### src/rtl/store_buffer_pkg.sv
// Shared sizing defaults and the port-arbitration encoding for the posted-store buffer.
package store_buffer_pkg;

  localparam int SB_DEPTH  = 4;
  localparam int SB_DATA_W = 16;
  localparam int SB_ADDR_W = 16;
  localparam int SB_MEM_AW = 3;

  typedef enum logic [1:0] {
    PORT_IDLE  = 2'd0,
    PORT_LOAD  = 2'd1,
    PORT_DRAIN = 2'd2
  } port_sel_e;

endpackage

### src/rtl/sb_fwd_match.sv
// Store-to-load forwarding lookup: youngest valid entry whose decoded address matches the load.
module sb_fwd_match
  import store_buffer_pkg::*;
#(
  parameter int DEPTH  = SB_DEPTH,
  parameter int DATA_W = SB_DATA_W,
  parameter int MEM_AW = SB_MEM_AW
) (
  input  logic [DEPTH-1:0][MEM_AW-1:0] entry_addr_i,
  input  logic [DEPTH-1:0][DATA_W-1:0] entry_data_i,
  input  logic [DEPTH-1:0]             entry_valid_i,
  input  logic [$clog2(DEPTH)-1:0]     head_i,
  input  logic [MEM_AW-1:0]            ld_addr_i,
  output logic                         hit_o,
  output logic [DATA_W-1:0]            data_o
);

  localparam int PW = $clog2(DEPTH);

  logic [PW-1:0] idx;

  // Walk oldest to youngest starting at head, so a later match overrides an earlier one.
  always_comb begin
    hit_o  = 1'b0;
    data_o = '0;
    idx    = '0;
    for (int k = 0; k < DEPTH; k++) begin
      idx = head_i + PW'(k);
      if (entry_valid_i[idx] && (entry_addr_i[idx] == ld_addr_i)) begin
        hit_o  = 1'b1;
        data_o = entry_data_i[idx];
      end
    end
  end

endmodule

### src/rtl/store_buffer.sv
// Posted-store FIFO in front of Data_Memory: loads take the shared port unless the buffer is full,
// stores drain in program order whenever the port is free, and buffered data forwards to loads.
module store_buffer
  import store_buffer_pkg::*;
#(
  parameter int DEPTH  = SB_DEPTH,
  parameter int DATA_W = SB_DATA_W,
  parameter int ADDR_W = SB_ADDR_W,
  parameter int MEM_AW = SB_MEM_AW
) (
  input  logic                     clk,
  input  logic                     rst_n,
  input  logic                     st_valid,
  input  logic [ADDR_W-1:0]        st_addr,
  input  logic [DATA_W-1:0]        st_data,
  output logic                     st_ready,
  input  logic                     ld_valid,
  input  logic [ADDR_W-1:0]        ld_addr,
  output logic                     ld_ready,
  output logic [DATA_W-1:0]        ld_data,
  output logic [ADDR_W-1:0]        mem_access_addr,
  output logic [DATA_W-1:0]        mem_write_data,
  output logic                     mem_write_en,
  output logic                     mem_read,
  input  logic [DATA_W-1:0]        mem_read_data,
  output logic                     sb_empty,
  output logic [$clog2(DEPTH):0]   sb_count
);

  localparam int PW = $clog2(DEPTH);
  localparam int CW = PW + 1;

  logic [DEPTH-1:0][ADDR_W-1:0] addr_q;
  logic [DEPTH-1:0][DATA_W-1:0] data_q;
  logic [DEPTH-1:0][MEM_AW-1:0] addr_low;
  logic [DEPTH-1:0]             valid_q;
  logic [PW-1:0]                head_q, head_d, tail_q, tail_d;
  logic [CW-1:0]                count_q, count_d;

  logic        full, enq, drain;
  logic        fwd_hit;
  logic [DATA_W-1:0] fwd_data;
  port_sel_e   port_sel;

  assign full     = (count_q == CW'(DEPTH));
  assign enq      = st_valid & ~full;
  assign st_ready = ~full;
  assign ld_ready = ~full;
  assign sb_empty = (count_q == '0);
  assign sb_count = count_q;
  assign drain    = (port_sel == PORT_DRAIN);

  always_comb begin
    for (int i = 0; i < DEPTH; i++) begin
      addr_low[i] = addr_q[i][MEM_AW-1:0];
    end
  end

  sb_fwd_match #(
    .DEPTH  (DEPTH),
    .DATA_W (DATA_W),
    .MEM_AW (MEM_AW)
  ) u_fwd (
    .entry_addr_i  (addr_low),
    .entry_data_i  (data_q),
    .entry_valid_i (valid_q),
    .head_i        (head_q),
    .ld_addr_i     (ld_addr[MEM_AW-1:0]),
    .hit_o         (fwd_hit),
    .data_o        (fwd_data)
  );

  // A full buffer always drains first so a steady load stream cannot starve the stores.
  always_comb begin
    port_sel = PORT_IDLE;
    if (ld_valid && !full) begin
      port_sel = PORT_LOAD;
    end else if (count_q != '0) begin
      port_sel = PORT_DRAIN;
    end
  end

  always_comb begin
    mem_access_addr = '0;
    mem_write_data  = '0;
    mem_write_en    = 1'b0;
    mem_read        = 1'b0;
    ld_data         = '0;
    case (port_sel)
      PORT_LOAD: begin
        mem_access_addr = ld_addr;
        mem_read        = 1'b1;
        ld_data         = fwd_hit ? fwd_data : mem_read_data;
      end
      PORT_DRAIN: begin
        mem_access_addr = addr_q[head_q];
        mem_write_data  = data_q[head_q];
        mem_write_en    = 1'b1;
      end
      default: ;
    endcase
  end

  always_comb begin
    head_d  = head_q + PW'(drain);
    tail_d  = tail_q + PW'(enq);
    count_d = count_q + CW'(enq) - CW'(drain);
  end

  always_ff @(posedge clk or negedge rst_n) begin
    if (!rst_n) begin
      addr_q  <= '0;
      data_q  <= '0;
      valid_q <= '0;
      head_q  <= '0;
      tail_q  <= '0;
      count_q <= '0;
    end else begin
      head_q  <= head_d;
      tail_q  <= tail_d;
      count_q <= count_d;
      // Head and tail only coincide when empty or full, so the clear and set never collide.
      if (drain) begin
        valid_q[head_q] <= 1'b0;
      end
      if (enq) begin
        addr_q[tail_q]  <= st_addr;
        data_q[tail_q]  <= st_data;
        valid_q[tail_q] <= 1'b1;
      end
    end
  end

endmodule

### config.mk
export PLATFORM = sky130hd
export DESIGN_NAME = store_buffer
export DESIGN_NICKNAME = d
export VERILOG_FILES = /design/src/rtl/store_buffer_pkg.sv /design/src/rtl/sb_fwd_match.sv /design/src/rtl/store_buffer.sv
export SDC_FILE = /design/constraint.sdc
export NUM_CORES = 1
export LEC_CHECK = 0
export CAP_MARGIN = 20
export CORE_UTILIZATION = 55
export CTS_CLUSTER_SIZE = 25
export DETAILED_ROUTE_END_ITERATION = 7
export GPL_TIMING_DRIVEN = 0
export PLACE_DENSITY_LB_ADDON = 0.25
export SYNTH_ARGS = -nofsm -noshare
export SYNTH_HDL_FRONTEND = slang
export SYNTH_HIERARCHICAL = 1
export SYNTH_SLANG_ARGS = --single-unit
### constraint.sdc
create_clock -name clk -period 7.6 [get_ports clk]
set_input_delay 1.14 -clock clk [delete_from_list [all_inputs] [get_ports clk]]
set_output_delay 1.14 -clock clk [all_outputs]
set_load 0.01 [all_outputs]
* Word level (Yosys, flattened, before mapping)
Index checks and enable logic that the tools add are counted. Widths: inputs -> output; s select.
Word-level totals: register bits 139, input bits 68, output and inout bits 56
Operators by class: add/subtract/negate cells 7, order comparisons 7, equality and inequality tests 7, muxes and demuxes 52, bitwise gates (word level) 5, reductions and logical operators 10
Operators by type and width (number):
- $mux 16 | 13
- $bmux 16 s2 | 5
- $bwmux 64 | 2
- $demux 16 s2 | 1
- $pmux 16 s2 | 1
- $bmux 3 s2 | 4
- $lt 2x3->1 const B | 5
- $eq 3x3->1 | 4
- $mux 1 | 12
- $mux 3 | 4
- $bmux 1 s2 | 4
- $mux 4 | 2
- $logic_and 1x1->1 | 7
- $add 2x1->2 | 2
- $add 2x2->2 const B | 2
- $and 4x4->4 | 1
- $demux 1 s2 | 2
- $ge 2x1->1 const B | 2
- $mux 2 | 2
- $not 4->4 | 1
- $or 4x4->4 | 1
- $add 3x1->3 | 1
- $eq 3x3->1 const B | 1
- $logic_not 3->1 | 1
- 8 further kinds | 8

* Longest topological paths before layout
Gate-level depths: netlist of run 1.
word-level depth 10, depth in mapped cells 14, gate-level depth less buffers 8

* Hierarchy
Netlist of run 1, hierarchy kept.
Modules (own cells, without submodules):
- store_buffer | times used 1, cells an instance 436, area an instance 6725.2 um^2, sequential area each 3478.3 um^2
- sb_fwd_match | times used 1, cells an instance 328, area an instance 2353.5 um^2, sequential area each 0.0 um^2

* Least setup slack after synthesis of run 1
Ideal clock, no wire load.
kind input to output, from input ld_addr[0], to output ld_data[10], arrival 3364 ps, setup slack 3096 ps, stages 11, path buffers 4, cells stage by stage buf_2 xnor2_1 a22oi_1 o41ai_4 buf_2 nor2_1 nand2_1 clkbuf_1 buf_2 mux2i_1 nor2_1
Between the ends: longest elaborated chain between the ends 8
RTL lines:
- start: declaration | RTL line store_buffer.sv:18 | input logic [ADDR_W-1:0] ld_addr,
- $eq 3x3->1 | RTL line sb_fwd_match.sv:29 | if (entry_valid_i[idx] && (entry_addr_i[idx] == ld_addr_i)) begin
- $logic_and 1x1->1 | RTL line sb_fwd_match.sv:29
- $mux 1 (3 in a row) | RTL line sb_fwd_match.sv:29
- $mux 1 (*) | RTL line sb_fwd_match.sv:29
- via fwd_hit | RTL line store_buffer.sv:41 | logic fwd_hit;
- $mux 16 (*) | RTL line store_buffer.sv:93 | ld_data = fwd_hit ? fwd_data : mem_read_data;
- $mux 16 (*) | RTL line store_buffer.sv:89 | case (port_sel)
- end: declaration | RTL line store_buffer.sv:20 | output logic [DATA_W-1:0] ld_data,
The timed path passes the listed nets; every way through them passes the cells marked *.

* Final worst setup path of run 1
from input ld_addr[0], to output ld_data[13]
The elaborated chain is that of the path after synthesis.

==> flow_summary.json, run 1 <==
{
  "critPathMaxStageDelay_ns": 0.70,
  "drt_iter0_drc": 675,
  "die_area_um2": 17000,
  "wl_mm": 25.6,
  "grt-busiest-layer": "met2",
  "crit_type": "in -> out",
  "period_share_pct": 82.1,
  "vdd_drop_max_v": 0.000283,
  "yosysSeqAreaShare_pct": 38.3,
  "syn_area_um2": 9080,
  "grt_pass1_vias": 7502,
  "routabilityCongestion": 0.983,
  "p_per_area_nw_per_um2": 519,
  "synth.distinct_cells": 55,
  "die-height_um": 130,
  "synthCells": 764,
  "avgSynthCellArea_um2": 11.9,
  "synth_area_leaders": "dfrtp_1 (38%), mux2_2 (16%), mux4_2 (7.9%)",
  "floorplan.rows": 46,
  "grt_first_pass_wirelength_mm": 40.4,
  "rsz0062_at_grt": "no",
  "route.detailed.drc": 0,
  "via_per_inst": 6.30,
  "async_reset_ff_share_pct": 100,
  "ys_warn_count": 6,
  "setup_viol": 0,
  "yosysTopAreaCell": "dfrtp_1",
  "holdBufCountCts": 0,
  "start_kind": "input pin",
  "syn_nets": 835,
  "r2r_cells": 6,
  "leakagePower_nw": 4.67,
  "cts_num_sinks": 139,
  "cp_cell_sequence": "clkdlybuf4s50_1, buf_2, xnor2_1, a22oi_1, o41ai_4, buf_2, nor2_1, nand2_1, clkbuf_1, buf_2, mux2i_1, nor2_1, clkdlybuf4s50_1",
  "drive_gt1_share_pct": 29.5,
  "setup_tns_ns": 0,
  "cp_common_cell": "buf_2",
  "reg2reg_to": "sb_count[2]$_DFF_PN0_",
  "cts_buffers": 17,
  "nFillCells": 1183,
  "postCtsSetupBuffers": 0,
  "vias": 7145,
  "ctsLongestPathBuffers": 2,
  "mostFrequentLayoutCell": "dfrtp_1",
  "gr-total-overflow": 0,
  "ys_ff_latch": 139,
  "skew_ns": 0.0110,
  "final_cell_mix": "dfrtp_1 (139), mux2_2 (130), clkdlybuf4s50_1 (121), mux2i_1 (59), nor2_1 (55)",
  "reg2reg_from": "sb_count[1]$_DFF_PN0_",
  "ff2ff_setup_slack_ns": 5.61,
  "crit_end": "ld_data[13]",
  "worstMarginPinSlew_ns": 0.758,
  "drv_slew": 0,
  "layout_min_cycle_time_ns": 6.24,
  "ff_latch_area_um2": 3480,
  "synth-edff-count": 0,
  "htree_levels": 4,
  "critical_path.max_fanout": 10,
  "critical_path.startpoint": "ld_addr[0]",
  "coreArea_um2": 16000,
  "drtPass1Iterations": 6,
  "dp_hpwl_mm": 17.5,
  "area_delta_synth_final_pct": 23.0,
  "start_util_pct": 56.7,
  "post_drt_wl_per_cell_um": 22.5,
  "status": "finished, final reports clean",
  "max-cap-violations": 0,
  "slew_headroom_pct": 49.5,
  "grt_max_degree": 107,
  "multi_input_area_um2": 5110,
  "diodes": 0,
  "worstPathArrival_ns": 5.10,
  "nets": 977,
  "numPortBuffers": 122,
  "cts_root_buf": "clkbuf_16",
  "cts_tree": "yes",
  "grt_use_met1_pct": 40.7,
  "use_met3_pct": 5.54,
  "clk_pin_slew_ns": 0.06,
  "antenna_left": 0,
  "cp_slowest_cell": "o41ai_4",
  "synth-main-ff-cell": "dfrtp_1",
  "use_met2_pct": 54.4,
  "netlist.area_leader.share_pct": 38.3,
  "min_path_type": "reg -> reg",
  "cp.required_ns": 6.46,
  "clk-insertion-delay-late_ns": 0.43,
  "grt_use_total_pct": 32.0,
  "dieWidth_um": 130,
  "fmax_ghz": 0.160,
  "cts_resized": 0,
  "worst_setup_path_end_kind": "output port",
  "antenna_found_initial": 0,
  "final_hold_viol_count": 0,
  "pin_count": 124,
  "timing.hold.ws_ns": 0.495
}
-- stage by stage --
stage	power, W	util (%)	worst slack (ns)	instances	cell area, µm²
after floorplan	0.00383	-	3.10	764	9080
after global placement	0.00480	66.1	0.208	1102	10600
after detailed placement	0.00494	66.2	1.41	1103	10600
after CTS	0.00576	69.8	1.40	1135	11200
after global routing	0.00613	69.8	1.13	1135	11200
final	0.00580	69.8	1.36	1135	11200
-- cells in the mapped netlist (13+ instances only) --
cell type	instances
buf_6	13
nand2_1	52
a211oi_1	48
dfrtp_1	139
a22o_1	17
o21ai_0	34
mux2_1	21
mux2i_1	59
nor2_1	55
and3_1	16
clkbuf_1	24
xnor2_1	15
buf_2	20
mux2_2	130
mux4_2	32
-- logic make-up after synthesis --
family,synth area share (%)
xor gates and xnor gates,1.93
DFF,38.3
and+or+nand+nor,8.16
muxes,34.8
buffers and inverters,5.36
adders and majority gates,0.496
AOI/OAI and AO/OA,10.9
-- worst min-delay path by stage --
stage | startpoint | endpoint | slack [ns] | cells past startpoint
finish | addr_q[21]$_DFFE_PN0P_ | addr_q[21]$_DFFE_PN0P_ | 0.50 | 1
global route | addr_q[41]$_DFFE_PN0P_ | addr_q[41]$_DFFE_PN0P_ | 0.51 | 1
CTS | addr_q[21]$_DFFE_PN0P_ | addr_q[21]$_DFFE_PN0P_ | 0.50 | 1
detailed placement | addr_q[21]$_DFFE_PN0P_ | addr_q[21]$_DFFE_PN0P_ | 0.49 | 1
global placement | addr_q[21]$_DFFE_PN0P_ | addr_q[21]$_DFFE_PN0P_ | 0.47 | 1
floorplan | valid_q[1]$_DFF_PN0_ | valid_q[1]$_DFF_PN0_ | 0.45 | 1
-- worst max-delay path: cells and delay by family --
family          cells  cell delay, ns
compound gates      2            0.88
xor+xnor            1            0.18
buf+inv             6            2.52
mux                 1            0.12
simple gates        3            0.24
-- routing by layer --
metal	wire length (µm)	part of all wire (%)
met4	770	3.0
met2	12700	49
met1	10600	41
met5	0	0
met3	1600	6.3
-- flip-flops by register name, summed over array words and instances, names as in the netlist --
register  cells
data_q       64
tail_q        2
valid_q       4
addr_low     12
sb_count      3
head_q        2
addr_q       52
-- layout make-up --
cell class / instances / share of cell area, %
well taps: 216 / 2.42
repair buffers: 123 / 11.2
plain buffers: 68 / 4.06
inverters: 9 / 0.303
flip-flops and latches: 139 / 31.1
multi-input cells: 548 / 45.8
clock inverters: 12 / 0.908
clock buffers: 20 / 4.18
-- report_power, final --
| group | internal, W | switching (W) | total [W] | leakage, nW |
|---|---|---|---|---|
| combinational | 0.00183 | 0.00172 | 0.00355 | 2.75 |
| clock | 0.000451 | 0.000351 | 0.000802 | 0.276 |
| sequential | 0.00113 | 0.000319 | 0.00145 | 1.65 |
| total | 0.00341 | 0.00239 | 0.00580 | 4.67 |
No activity file was read; power rests on OpenSTA's default activity.
==> run 2: changes to the inputs <==
==> constraint.sdc (replaced) <==
create_clock -name clk -period 5.75 [get_ports clk]
set_input_delay 0.8625 -clock clk [delete_from_list [all_inputs] [get_ports clk]]
set_output_delay 0.8625 -clock clk [all_outputs]
set_load 0.01 [all_outputs]
==> run 2 against run 1 <==
Net effect:
- sequential power is 32% higher
- clock power increased by 32%
- worst hold slack worse by 0.19 ns
- core utilization about the same
- first-iteration DRC count decreased by 5.9%
- setup slack worse by 1.1 ns
- sequential share of layout area hardly changed
- flip-flop and latch count is the same
==> flow_summary.json, run 2 (synthesis gave the netlist of run 1 again) <==
{
  "antenna_left": 0,
  "route.detailed.drc": 0,
  "dieWidth_um": 130,
  "r2r_cells": 6,
  "post_drt_wl_per_cell_um": 22.7,
  "crit_type": "in -> out",
  "clk_pin_slew_ns": 0.06,
  "min_path_type": "in -> async",
  "leakagePower_nw": 4.67,
  "htree_levels": 4,
  "critical_path.startpoint": "ld_addr[1]",
  "postCtsSetupBuffers": 0,
  "coreArea_um2": 16000,
  "worst_setup_path_end_kind": "output port",
  "grt_pass1_vias": 7502,
  "holdBufCountCts": 0,
  "reg2reg_from": "sb_count[1]$_DFF_PN0_",
  "crit_end": "ld_data[14]",
  "path_buf_inv": 5,
  "critPathTopFamily": "buffers and inverters",
  "via_per_inst": 6.39,
  "top_register": "data_q",
  "cp_cell_sequence": "clkdlybuf4s50_1, xor2_1, o32ai_1, and4_1, buf_4, clkbuf_1, nor3_1, nand2_1, buf_2, mux2i_1, nor2_1, clkdlybuf4s50_1",
  "grt_max_degree": 107,
  "die_area_um2": 17000,
  "max-cap-violations": 0,
  "clk-insertion-delay-late_ns": 0.44,
  "drtPass1Iterations": 6,
  "critical_path.max_fanout": 10,
  "cts_resized": 0,
  "final_cell_mix": "dfrtp_1 (139), mux2_2 (130), clkdlybuf4s50_1 (121), mux2i_1 (59), nor2_1 (55)",
  "fin_util_pct": 69.8,
  "pin_count": 124,
  "setup_viol": 0,
  "layout_min_cycle_time_ns": 5.53,
  "reg2reg_to": "sb_count[2]$_DFF_PN0_",
  "cp_num_cells": 12,
  "drive_gt1_share_pct": 29.5,
  "dpl_worst_slack_ns": 0.119,
  "critPathMaxStageDelay_ns": 0.64,
  "grt_first_pass_wirelength_mm": 40.4,
  "ff2ff_setup_slack_ns": 3.76,
  "slew_headroom_pct": 49.1,
  "fmax_ghz": 0.181,
  "grt_use_total_pct": 32.0,
  "cp_common_cell": "clkdlybuf4s50_1",
  "gr-total-overflow": 0,
  "start_kind": "input pin",
  "area_delta_synth_final_pct": 23.0,
  "final_hold_viol_count": 0,
  "floorplan.rows": 46,
  "cp.required_ns": 4.89,
  "cts_root_buf": "clkbuf_16",
  "ctsLongestPathBuffers": 2,
  "drt_iter0_drc": 635,
  "nets": 976,
  "worstPathArrival_ns": 4.67,
  "vdd_drop_max_v": 0.000373,
  "start_util_pct": 56.7,
  "period_share_pct": 96.2,
  "power_w": 0.00767,
  "timing.final.ws_setup_ns": 0.221,
  "largest_reg_flops": 64,
  "rsz0062_at_grt": "no",
  "status": "finished, final reports clean",
  "skew_ns": 0.0114,
  "dp_hpwl_mm": 17.5,
  "antenna_found_initial": 0,
  "vias": 7248,
  "drv_slew": 0,
  "wl_mm": 25.7,
  "mostFrequentLayoutCell": "dfrtp_1",
  "cts_num_sinks": 139,
  "cp_slowest_cell": "clkdlybuf4s50_1",
  "cts_tree": "yes",
  "die-height_um": 130,
  "numPortBuffers": 122,
  "diodes": 0,
  "routabilityCongestion": 0.983,
  "cts_buffers": 17,
  "worstMarginPinSlew_ns": 0.764,
  "p_per_area_nw_per_um2": 687
}
## run 2: area by class of cell
class | instances | area [µm²]
multi-input cells | 548 | 5110
fillers | 1183 | 4840
flip-flops and latches | 139 | 3480
repair buffers | 123 | 1250
clock buffers | 20 | 467
plain buffers | 67 | 449
well taps | 216 | 270
clock inverters | 12 | 101
inverters | 9 | 33.8
## run 2: stage by stage
step | hold WS (ns) | area [µm²] | std cells | TNS, ns
floorplan | 0.454 | 9080 | 764 | 0
global placement | 0.469 | 10600 | 1102 | -187.31
detailed placement | 0.489 | 10600 | 1103 | 0
CTS | 0.325 | 11200 | 1135 | 0
global route | 0.331 | 11200 | 1134 | 0
finish | 0.310 | 11200 | 1134 | 0
## run 2: worst min path at each step
stage,endpoint,cells past startpoint,slack (ns)
final,data_q[3]$_DFFE_PN0P_,1,0.31
after global routing,data_q[1]$_DFFE_PN0P_,1,0.33
after CTS,data_q[1]$_DFFE_PN0P_,1,0.32
after detailed placement,addr_q[21]$_DFFE_PN0P_,1,0.49
after global placement,addr_q[21]$_DFFE_PN0P_,1,0.47
after floorplan,valid_q[1]$_DFF_PN0_,1,0.45
## run 2: power by group
| group | total [W] | internal [W] | switching, W | leakage [nW] |
|---|---|---|---|---|
| sequential | 0.00191 | 0.00149 | 0.000421 | 1.65 |
| clock | 0.00106 | 0.000596 | 0.000466 | 0.276 |
| combinational | 0.00470 | 0.00242 | 0.00228 | 2.75 |
| total | 0.00767 | 0.00451 | 0.00316 | 4.67 |
## run 2: routing by layer
layer	vias to the layer above	GRT usage, %	part of all wire [%]
li1	3158	-	-
met1	3649	40.7	41
met2	365	54.4	50
met3	76	5.54	6.1
met4	0	12.8	3.0
met5	-	0	0
==> run 3: changes to the inputs <==
==> constraint.sdc (replaced) <==
create_clock -name clk -period 5.9 [get_ports clk]
set_input_delay 0.885 -clock clk [delete_from_list [all_inputs] [get_ports clk]]
set_output_delay 0.885 -clock clk [all_outputs]
set_load 0.01 [all_outputs]
==> results of run 3 <==
The final DEF is identical to that of run 2. Status: finished, final reports clean.
Among the figures that moved: setup slack after placement 0.119 ns -> 0.224 ns; setup slack after layout 0.221 ns -> 0.326 ns; hold slack 0.310 ns -> 0.333 ns; register-to-register setup slack 3.76 ns -> 3.91 ns; total power 0.00767 W -> 0.00748 W; worst IR drop on VDD 0.000373 V -> 0.000364 V
